===== config.mk =====
export PLATFORM = sky130hd
export DESIGN_NAME = periph_bus_arb
export DESIGN_NICKNAME = d
export VERILOG_FILES = /design/src/rtl/periph_bus_arb_pkg.sv /design/src/rtl/periph_bus_arb_rr_arb2.sv /design/src/rtl/periph_bus_arb.sv
export SDC_FILE = /design/constraint.sdc
export NUM_CORES = 1
export LEC_CHECK = 0
export CAP_MARGIN = 5
export CORE_ASPECT_RATIO = 1.1
export CORE_MARGIN = 1.5
export CORE_UTILIZATION = 46
export CTS_BUF_LIST = sky130_fd_sc_hd__clkbuf_8
export CTS_CLUSTER_SIZE = 24
export DETAILED_ROUTE_END_ITERATION = 16
export PLACE_DENSITY_LB_ADDON = 0.05
export SLEW_MARGIN = 20
export SYNTH_ARGS = -nofsm -noshare
export SYNTH_HDL_FRONTEND = slang
export SYNTH_HIERARCHICAL = 1
export SYNTH_SLANG_ARGS = --single-unit

===== constraint.sdc =====
create_clock -name clk -period 2.4 [get_ports clk]
set_clock_uncertainty 0.1 [all_clocks]
set_input_delay 0.48 -clock clk [delete_from_list [all_inputs] [get_ports clk]]
set_output_delay 0.48 -clock clk [all_outputs]
set_load 0.05 [all_outputs]

===== src/rtl/periph_bus_arb_pkg.sv =====
// Shared types and constants for the two-master peripheral bus arbiter.
package periph_bus_arb_pkg;

   typedef enum logic [1:0] {
      ARB_IDLE   = 2'd0,
      ARB_ACCESS = 2'd1,
      ARB_TURN   = 2'd2
   } arb_state_t;

   localparam int ARB_TIMEOUT_DEFAULT = 255;
   localparam int ADDR_W              = 12;
   localparam int DATA_W              = 32;

endpackage


===== src/rtl/periph_bus_arb_rr_arb2.sv =====
// Two-input round-robin picker. A sole requester wins outright; on a tie the
// master that was not granted last time wins. The last-grant flop lives in the parent.
module rr_arb2 (
   input  logic [1:0] req,
   input  logic       last,
   output logic       grant
);

   // grant is the index of the winning master
   always_comb begin
      grant = ~last;
      if (req == 2'b01) begin
         grant = 1'b0;
      end else if (req == 2'b10) begin
         grant = 1'b1;
      end
   end

endmodule


===== src/rtl/periph_bus_arb.sv =====
// Two-master arbiter for the 12-bit peripheral register bus.
// state  | meaning
// IDLE   | bus free; arbitrate and latch the winner's request
// ACCESS | s_valid high; wait for s_ready or timeout
// TURN   | s_valid low turnaround; pulse ready to the winner
module periph_bus_arb
   import periph_bus_arb_pkg::*;
#(
   parameter int TIMEOUT_CYCLES = ARB_TIMEOUT_DEFAULT,
   parameter int CNT_W          = 8
) (
   input  logic              clk,
   input  logic              reset_,
   input  logic              m0_valid,
   input  logic              m0_wr,
   input  logic [ADDR_W-1:0] m0_addr,
   input  logic [DATA_W-1:0] m0_wdata,
   output logic              m0_ready,
   output logic [DATA_W-1:0] m0_rdata,
   output logic              m0_err,
   input  logic              m1_valid,
   input  logic              m1_wr,
   input  logic [ADDR_W-1:0] m1_addr,
   input  logic [DATA_W-1:0] m1_wdata,
   output logic              m1_ready,
   output logic [DATA_W-1:0] m1_rdata,
   output logic              m1_err,
   output logic              s_sel,
   output logic              s_valid,
   output logic              s_wr,
   output logic [ADDR_W-1:0] s_addr,
   output logic [DATA_W-1:0] s_wdata,
   input  logic              s_ready,
   input  logic [DATA_W-1:0] s_rdata
);

   localparam logic [CNT_W-1:0] CNT_LAST = CNT_W'(TIMEOUT_CYCLES - 1);
   localparam logic             TO_EN    = (TIMEOUT_CYCLES != 0);

   arb_state_t        state;
   arb_state_t        state_nxt;
   logic              last_grant;
   logic              grant_q;
   logic              grant_pick;
   logic              wr_q;
   logic [ADDR_W-1:0] addr_q;
   logic [DATA_W-1:0] wdata_q;
   logic [CNT_W-1:0]  cnt;
   logic              any_req;
   logic              start;
   logic              access_done;
   logic              timed_out;
   logic [DATA_W-1:0] m0_rdata_q;
   logic [DATA_W-1:0] m1_rdata_q;
   logic              m0_err_q;
   logic              m1_err_q;

   assign any_req = m0_valid | m1_valid;
   assign start   = (state == ARB_IDLE) && any_req;

   rr_arb2 u_rr (
      .req   ({m1_valid, m0_valid}),
      .last  (last_grant),
      .grant (grant_pick)
   );

   // next-state decode; s_ready wins over a timeout landing on the same cycle
   always_comb begin
      state_nxt   = state;
      access_done = 1'b0;
      timed_out   = 1'b0;
      case (state)
         ARB_IDLE: begin
            if (any_req) state_nxt = ARB_ACCESS;
         end
         ARB_ACCESS: begin
            if (s_ready) begin
               state_nxt   = ARB_TURN;
               access_done = 1'b1;
            end else if (TO_EN && (cnt == CNT_LAST)) begin
               state_nxt = ARB_TURN;
               timed_out = 1'b1;
            end
         end
         ARB_TURN: state_nxt = ARB_IDLE;
         default:  state_nxt = ARB_IDLE;
      endcase
   end

   // state register
   always_ff @(posedge clk or negedge reset_) begin
      if (!reset_) state <= ARB_IDLE;
      else         state <= state_nxt;
   end

   // latch the winner's request so the slave sees it stable for the whole access
   always_ff @(posedge clk or negedge reset_) begin
      if (!reset_) begin
         last_grant <= 1'b1;
         grant_q    <= 1'b0;
         wr_q       <= 1'b0;
         addr_q     <= '0;
         wdata_q    <= '0;
      end else if (start) begin
         last_grant <= grant_pick;
         grant_q    <= grant_pick;
         wr_q       <= grant_pick ? m1_wr    : m0_wr;
         addr_q     <= grant_pick ? m1_addr  : m0_addr;
         wdata_q    <= grant_pick ? m1_wdata : m0_wdata;
      end
   end

   // timeout counter: cleared on grant, counts ACCESS cycles without s_ready, saturates
   always_ff @(posedge clk or negedge reset_) begin
      if (!reset_) begin
         cnt <= '0;
      end else if (start) begin
         cnt <= '0;
      end else if ((state == ARB_ACCESS) && (state_nxt == ARB_ACCESS) && (cnt != '1)) begin
         cnt <= cnt + 1'b1;
      end
   end

   // per-master response registers; they hold until that master's next completion
   always_ff @(posedge clk or negedge reset_) begin
      if (!reset_) begin
         m0_rdata_q <= '0;
         m0_err_q   <= 1'b0;
         m1_rdata_q <= '0;
         m1_err_q   <= 1'b0;
      end else if (access_done || timed_out) begin
         if (!grant_q) begin
            m0_rdata_q <= (access_done && !wr_q) ? s_rdata : '0;
            m0_err_q   <= timed_out;
         end else begin
            m1_rdata_q <= (access_done && !wr_q) ? s_rdata : '0;
            m1_err_q   <= timed_out;
         end
      end
   end

   assign s_sel    = (state == ARB_ACCESS);
   assign s_valid  = (state == ARB_ACCESS);
   assign s_wr     = wr_q;
   assign s_addr   = addr_q;
   assign s_wdata  = wdata_q;
   assign m0_ready = (state == ARB_TURN) && !grant_q;
   assign m1_ready = (state == ARB_TURN) &&  grant_q;
   assign m0_rdata = m0_rdata_q;
   assign m0_err   = m0_err_q;
   assign m1_rdata = m1_rdata_q;
   assign m1_err   = m1_err_q;

endmodule

Word level (Yosys, flattened, before mapping)
Index checks and enable logic that the tools add are counted.
Operators by class
  add/subtract/negate cells: 1
  equal/unequal tests: 7
  mux-type cells: 17
  bitwise logic cells: 3
  reduce and logical (&&, ||, !) cells: 13
Operators by type and width (count)
  $mux 32: 2
  $mux 8: 2
  $mux 12: 1
  $add 8x1->8 const B: 1
  $eq 8x8->1 const B: 1
  $mux 1: 8
  $ne 8x8->1 const B: 1
  $eq 2x1->1 const B: 3
  $logic_and 1x1->1: 6
  $mux 2: 3
  $eq 2x2->1 const B: 2
  $pmux 2 s2: 1
  $reduce_and 2->1: 2
  $logic_not 1->1: 2
  $logic_not 2->1: 1
  $not 1->1: 2
  $reduce_bool 2->1: 1
  $logic_or 1x1->1: 1
  $or 1x1->1: 1
Word-level totals
  register bits after elaboration: 123
  input port bits: 127
  output and inout bits: 115
  word-level logic and storage cells: 52

Longest topological paths before layout
  depth in word-level cells: 9
  mapped depth: 7

Cells and area by module
Netlist, hierarchy kept.
Modules (own cells, without submodules)
  periph_bus_arb: instances 1, cells each 535, area an instance 6409.9 sq um
  rr_arb2: instances 1, cells each 3, area an instance 18.8 sq um

Worst setup path after synthesis
OpenSTA, ideal clock, no wires.
  kind: register to output
  from: register state[1]
  to: output m0_ready
  arrival time: 1.603 ns
  required time: 1.820 ns
  path slack: 0.217 ns
  stages on the path, launching flop included: 2
  buffers on the path: 0
  cell sequence: dfrtp_1 -> nor3b_1
On the way
  cells in the longest elaborated chain, start to end: 2
RTL lines
  start: declaration: line periph_bus_arb.sv:40  | arb_state_t state;
  start signal: assignment: line periph_bus_arb.sv:93  | else state <= state_nxt;
  $eq 2x2->1: line periph_bus_arb.sv:147  | assign m0_ready = (state == ARB_TURN) && !grant_q;
  $logic_and 1x1->1: line periph_bus_arb.sv:147
  end: declaration: line periph_bus_arb.sv:18  | output logic m0_ready,
Every way passes these cells.

Worst setup path after layout
  from: register m0_rdata_q[24] (netlist: m0_rdata[24])
  to: output m0_rdata[24]
RTL lines
  start: declaration: line periph_bus_arb.sv:53  | logic [DATA_W-1:0] m0_rdata_q;
  start signal: assignment: line periph_bus_arb.sv:133  | m0_rdata_q <= (access_done && !wr_q) ? s_rdata : '0;
  end: declaration: line periph_bus_arb.sv:19  | output logic [DATA_W-1:0] m0_rdata,
No word-level cell between the ends.

==> run_results.csv <==
group,metric,value,unit
outcome,outcome,"complete, no violations",
drt,avgViaCountPerCell,5.177,
clock_tree,ctsResizeCount,0,
synth,synthAdderAreaFrac,0.5644,%
critical_path,cp_max_fo,3,
synth,syn_nets,667,
clock_tree,cts-root-buf,"clkbuf_8",
critical_path,r2r_end,"s_wdata[17]",
pwr,cellPowerDensity,1424,mW/mm^2
synth,synth_top_family_by_area,"multiplexers",
drt,vias,5032,
sta,setup_tns,0,ps
clock_tree,clock_latency,430,ps
global_route,grt_pass1_vias,5411,
clock_tree,cts.sinks,123,
critical_path,critPathRequiredTime,1820,ps
critical_path,ff2ff_path_depth,5,
global_route,grt_overflow_total,0,
die,initial_utilization,46.79,%
sta,hold_viol_final,0,
drt,first_iter_violations,214,
drt,highest_layer,"met4",
critical_path,critPathLaunchType,"flop",
clock_tree,numCtsBuffers,17,
worst_hold_path,min_path_cells,2,
die,io_pins,242,
synth,ys.flop_type,"dfrtp_1",
finish,drive_gt1_share,17.35,%
drt,remaining_drc_errors,0,
die,die_w,115.7,um
synth,postSynthCellCount,538,
critical_path,crit_path_top_delay_cell,"clkdlybuf4s50_1",
sta,setup_viol,0,
clock_tree,cts_tree,"yes",
drt,drtAntennaViolNets,0,
sta,finalWorstSetupSlack,151.1,ps
drt,dr.pass1.iters,4,
synth,synth_compound_area_share,7.629,%
drt,wl_per_cell,17.49,um
place,portBuffers,241,
synth,synth.avg_cell_area,11.95,um^2
global_route,grt_pass1_wl,27.19,mm
drt,wl_met1,6.953,mm
run,drv_cap,0,
worst_hold_path,worstHoldEndpoint,"m1_err",
die,core,0.01374,mm^2
sta,post-route-period-util,93.71,%
die,fp-row-count,45,
worst_hold_path,hold_start,"s_ready",
critical_path,crit_arrival,1670,ps
pwr,ir_worst_vdd,1.003,mV
sta,worstMarginPinSlew,627.4,ps
pwr,totalPowerFinal,13.49,mW
synth,ys_ff_latch,123,
critical_path,cpPeakStageDelay,860,ps
clock_tree,cts.path.max_buffers,2,
worst_hold_path,hold_class,"input pin to flop",
synth,yosysWarnings,6,
synth,synthMuxAreaShare,26.55,%
global_route,grt_antenna_before_repair,0,
synth,ys_async_sr_fraction,100.0,%
critical_path,crit_family,"buffers and inverters",
sta,fin_crit,2249,ps
place,gp_congestion,0.8350,
finish,fin_nets,900,
synth,synth_edf_count,0,
global_route,grtUsageTotal,23.91,%
sta,rsz0062_at_grt,"false",
pwr,p_leak,3.884,nW
sta,slew_viol_final,0,
synth,yosysSeqAreaShare,47.90,%
die,chipHeight,127.0,um
synth,synth_simple_gate_area_share,13.29,%
synth,syn_area,0.006429,mm^2
synth,synth_xor_area_share,0,%
critical_path,rr_startpoint,"last_grant",
finish,num_antenna_cells,0,
finish,area_growth,47.39,%
synth,synth_cell_types,42,
drt,wl_met2,8.319,mm
drt,routed_wl,17.00,mm
sta,clock.fmax,444.7,MHz
synth,synth_area_leader_cell,"dfrtp_1",
clock_tree,cts.clk_slew.worst_paths,70,ps
critical_path,end_kind,"output port",
clock_tree,cts_hold_buf,1,
critical_path,r2r_slack,490,ps
critical_path,crit_chain,"clkdlybuf4s50_1",
synth,synth_top_area_share,47.49,%
global_route,grt_start_max_net_pins,60,
die,die-area,0.01469,mm^2
critical_path,crit_type,"flop to output port",
place,pre_cts_ws,53.53,ps
critical_path,cp.buffers_inverters,1,
clock_tree,cts-htree-levels,4,
place,dp_hpwl,11.84,mm
sta,max_slew_margin,58.02,%
critical_path,worst-path-stages,1,
clock_tree,cts_setup_buffers,0,
synth,synth_area_leaders,"dfrtp_1, mux2_2, mux2i_1",
drt,met3_length,1.352,mm
power by group:
part | switching [mW] | total [mW] | internal, mW
registers | 0.624 | 3.60 | 2.98
logic | 4.87 | 8.02 | 3.15
clock network | 0.796 | 1.87 | 1.07
worst max-delay path by stage:
| stage | slack (ps) | start | end |
|---|---|---|---|
| 2_1_floorplan | 220 | state[1] | m0_ready |
| 3_3_place_gp | 70 | m0_valid | s_wdata[18] |
| 3_5_place_dp | 50 | m0_valid | s_wdata[17] |
| 4_1_cts | 120 | s_wdata[6] | s_wdata[6] |
| 5_1_grt | 80 | m0_rdata[28] | m0_rdata[28] |
| 6_report | 150 | m0_rdata[24] | m0_rdata[24] |
stage by stage:
step	utilization (%)	hold slack [ps]	cells	instance area, um^2
global placement	65.91	368.3	939	9055
finish	68.97	223.9	972	9475
floorplan	-	84.41	538	6429
CTS	68.97	193.3	972	9475
global route	68.97	199.5	972	9475
detailed placement	65.91	374.0	939	9055
registers in the layout (all words and copies together) (netlist names):
signal	flops
state	2
m0_rdata	32
grant_q	1
m1_rdata	32
s_wr	1
m1_err	1
last_grant	1
s_wdata	32
m0_err	1
cnt	8
s_addr	12
synth_stat cells, types with 2 or more instances:
cell	n
nand2b_1	64
a21oi_1	4
inv_1	6
o2111a_1	2
clkbuf_1	16
a41oi_1	2
and3b_1	34
mux2i_1	67
nand4_1	3
ha_1	2
dfrtp_1	122
o21ai_0	59
and2_1	3
nor3b_1	2
mux2_1	16
a31oi_1	2
o21ai_1	9
buf_2	8
a211oi_1	3
mux2_2	76
buf_4	17
cells in the final DEF, fill, tap and decap left out, types with 4 or more instances in the layout:
cell type        Yosys  routed
a21oi_1              4       4
and3b_1             34      33
buf_12               0      10
buf_4               17      10
clkbuf_8             0      23
clkdlybuf4s50_1      0     234
dfrtp_1            122     122
inv_1                6       9
mux2_1              16      16
mux2_2              76      76
mux2i_1             67      67
nand2b_1            64      64
o21ai_0             59      59
o21ai_1              9       9
routing by layer:
metal / up-vias / GRT usage [%]
met5: - / 0
met4: 0 / 8.824
met3: 26 / 8.776
met2: 173 / 39.61
met1: 2449 / 28.45
li1: 2384 / -
logic make-up (layout without fill, tap and decap cells):
kind of cell,after synthesis,in the layout
AO/OA/AOI/OAI,87,87
multiplexers,159,159
AND/OR/NAND/NOR,118,118
buffers and inverters,48,294
flip-flops,123,123
adder cells (fa/ha/maj),3,3
cell type report:
cell class | count | area, um^2
multi-input combinational | 367 | 3095
fill | 1146 | 4263
timing repair buffer | 256 | 2633
tap | 188 | 235.2
clock inverter | 9 | 93.84
inverter | 6 | 22.52
sequential | 123 | 3079
clock buffer | 23 | 316.6
Note: power is estimated with default switching activity, not from simulation.
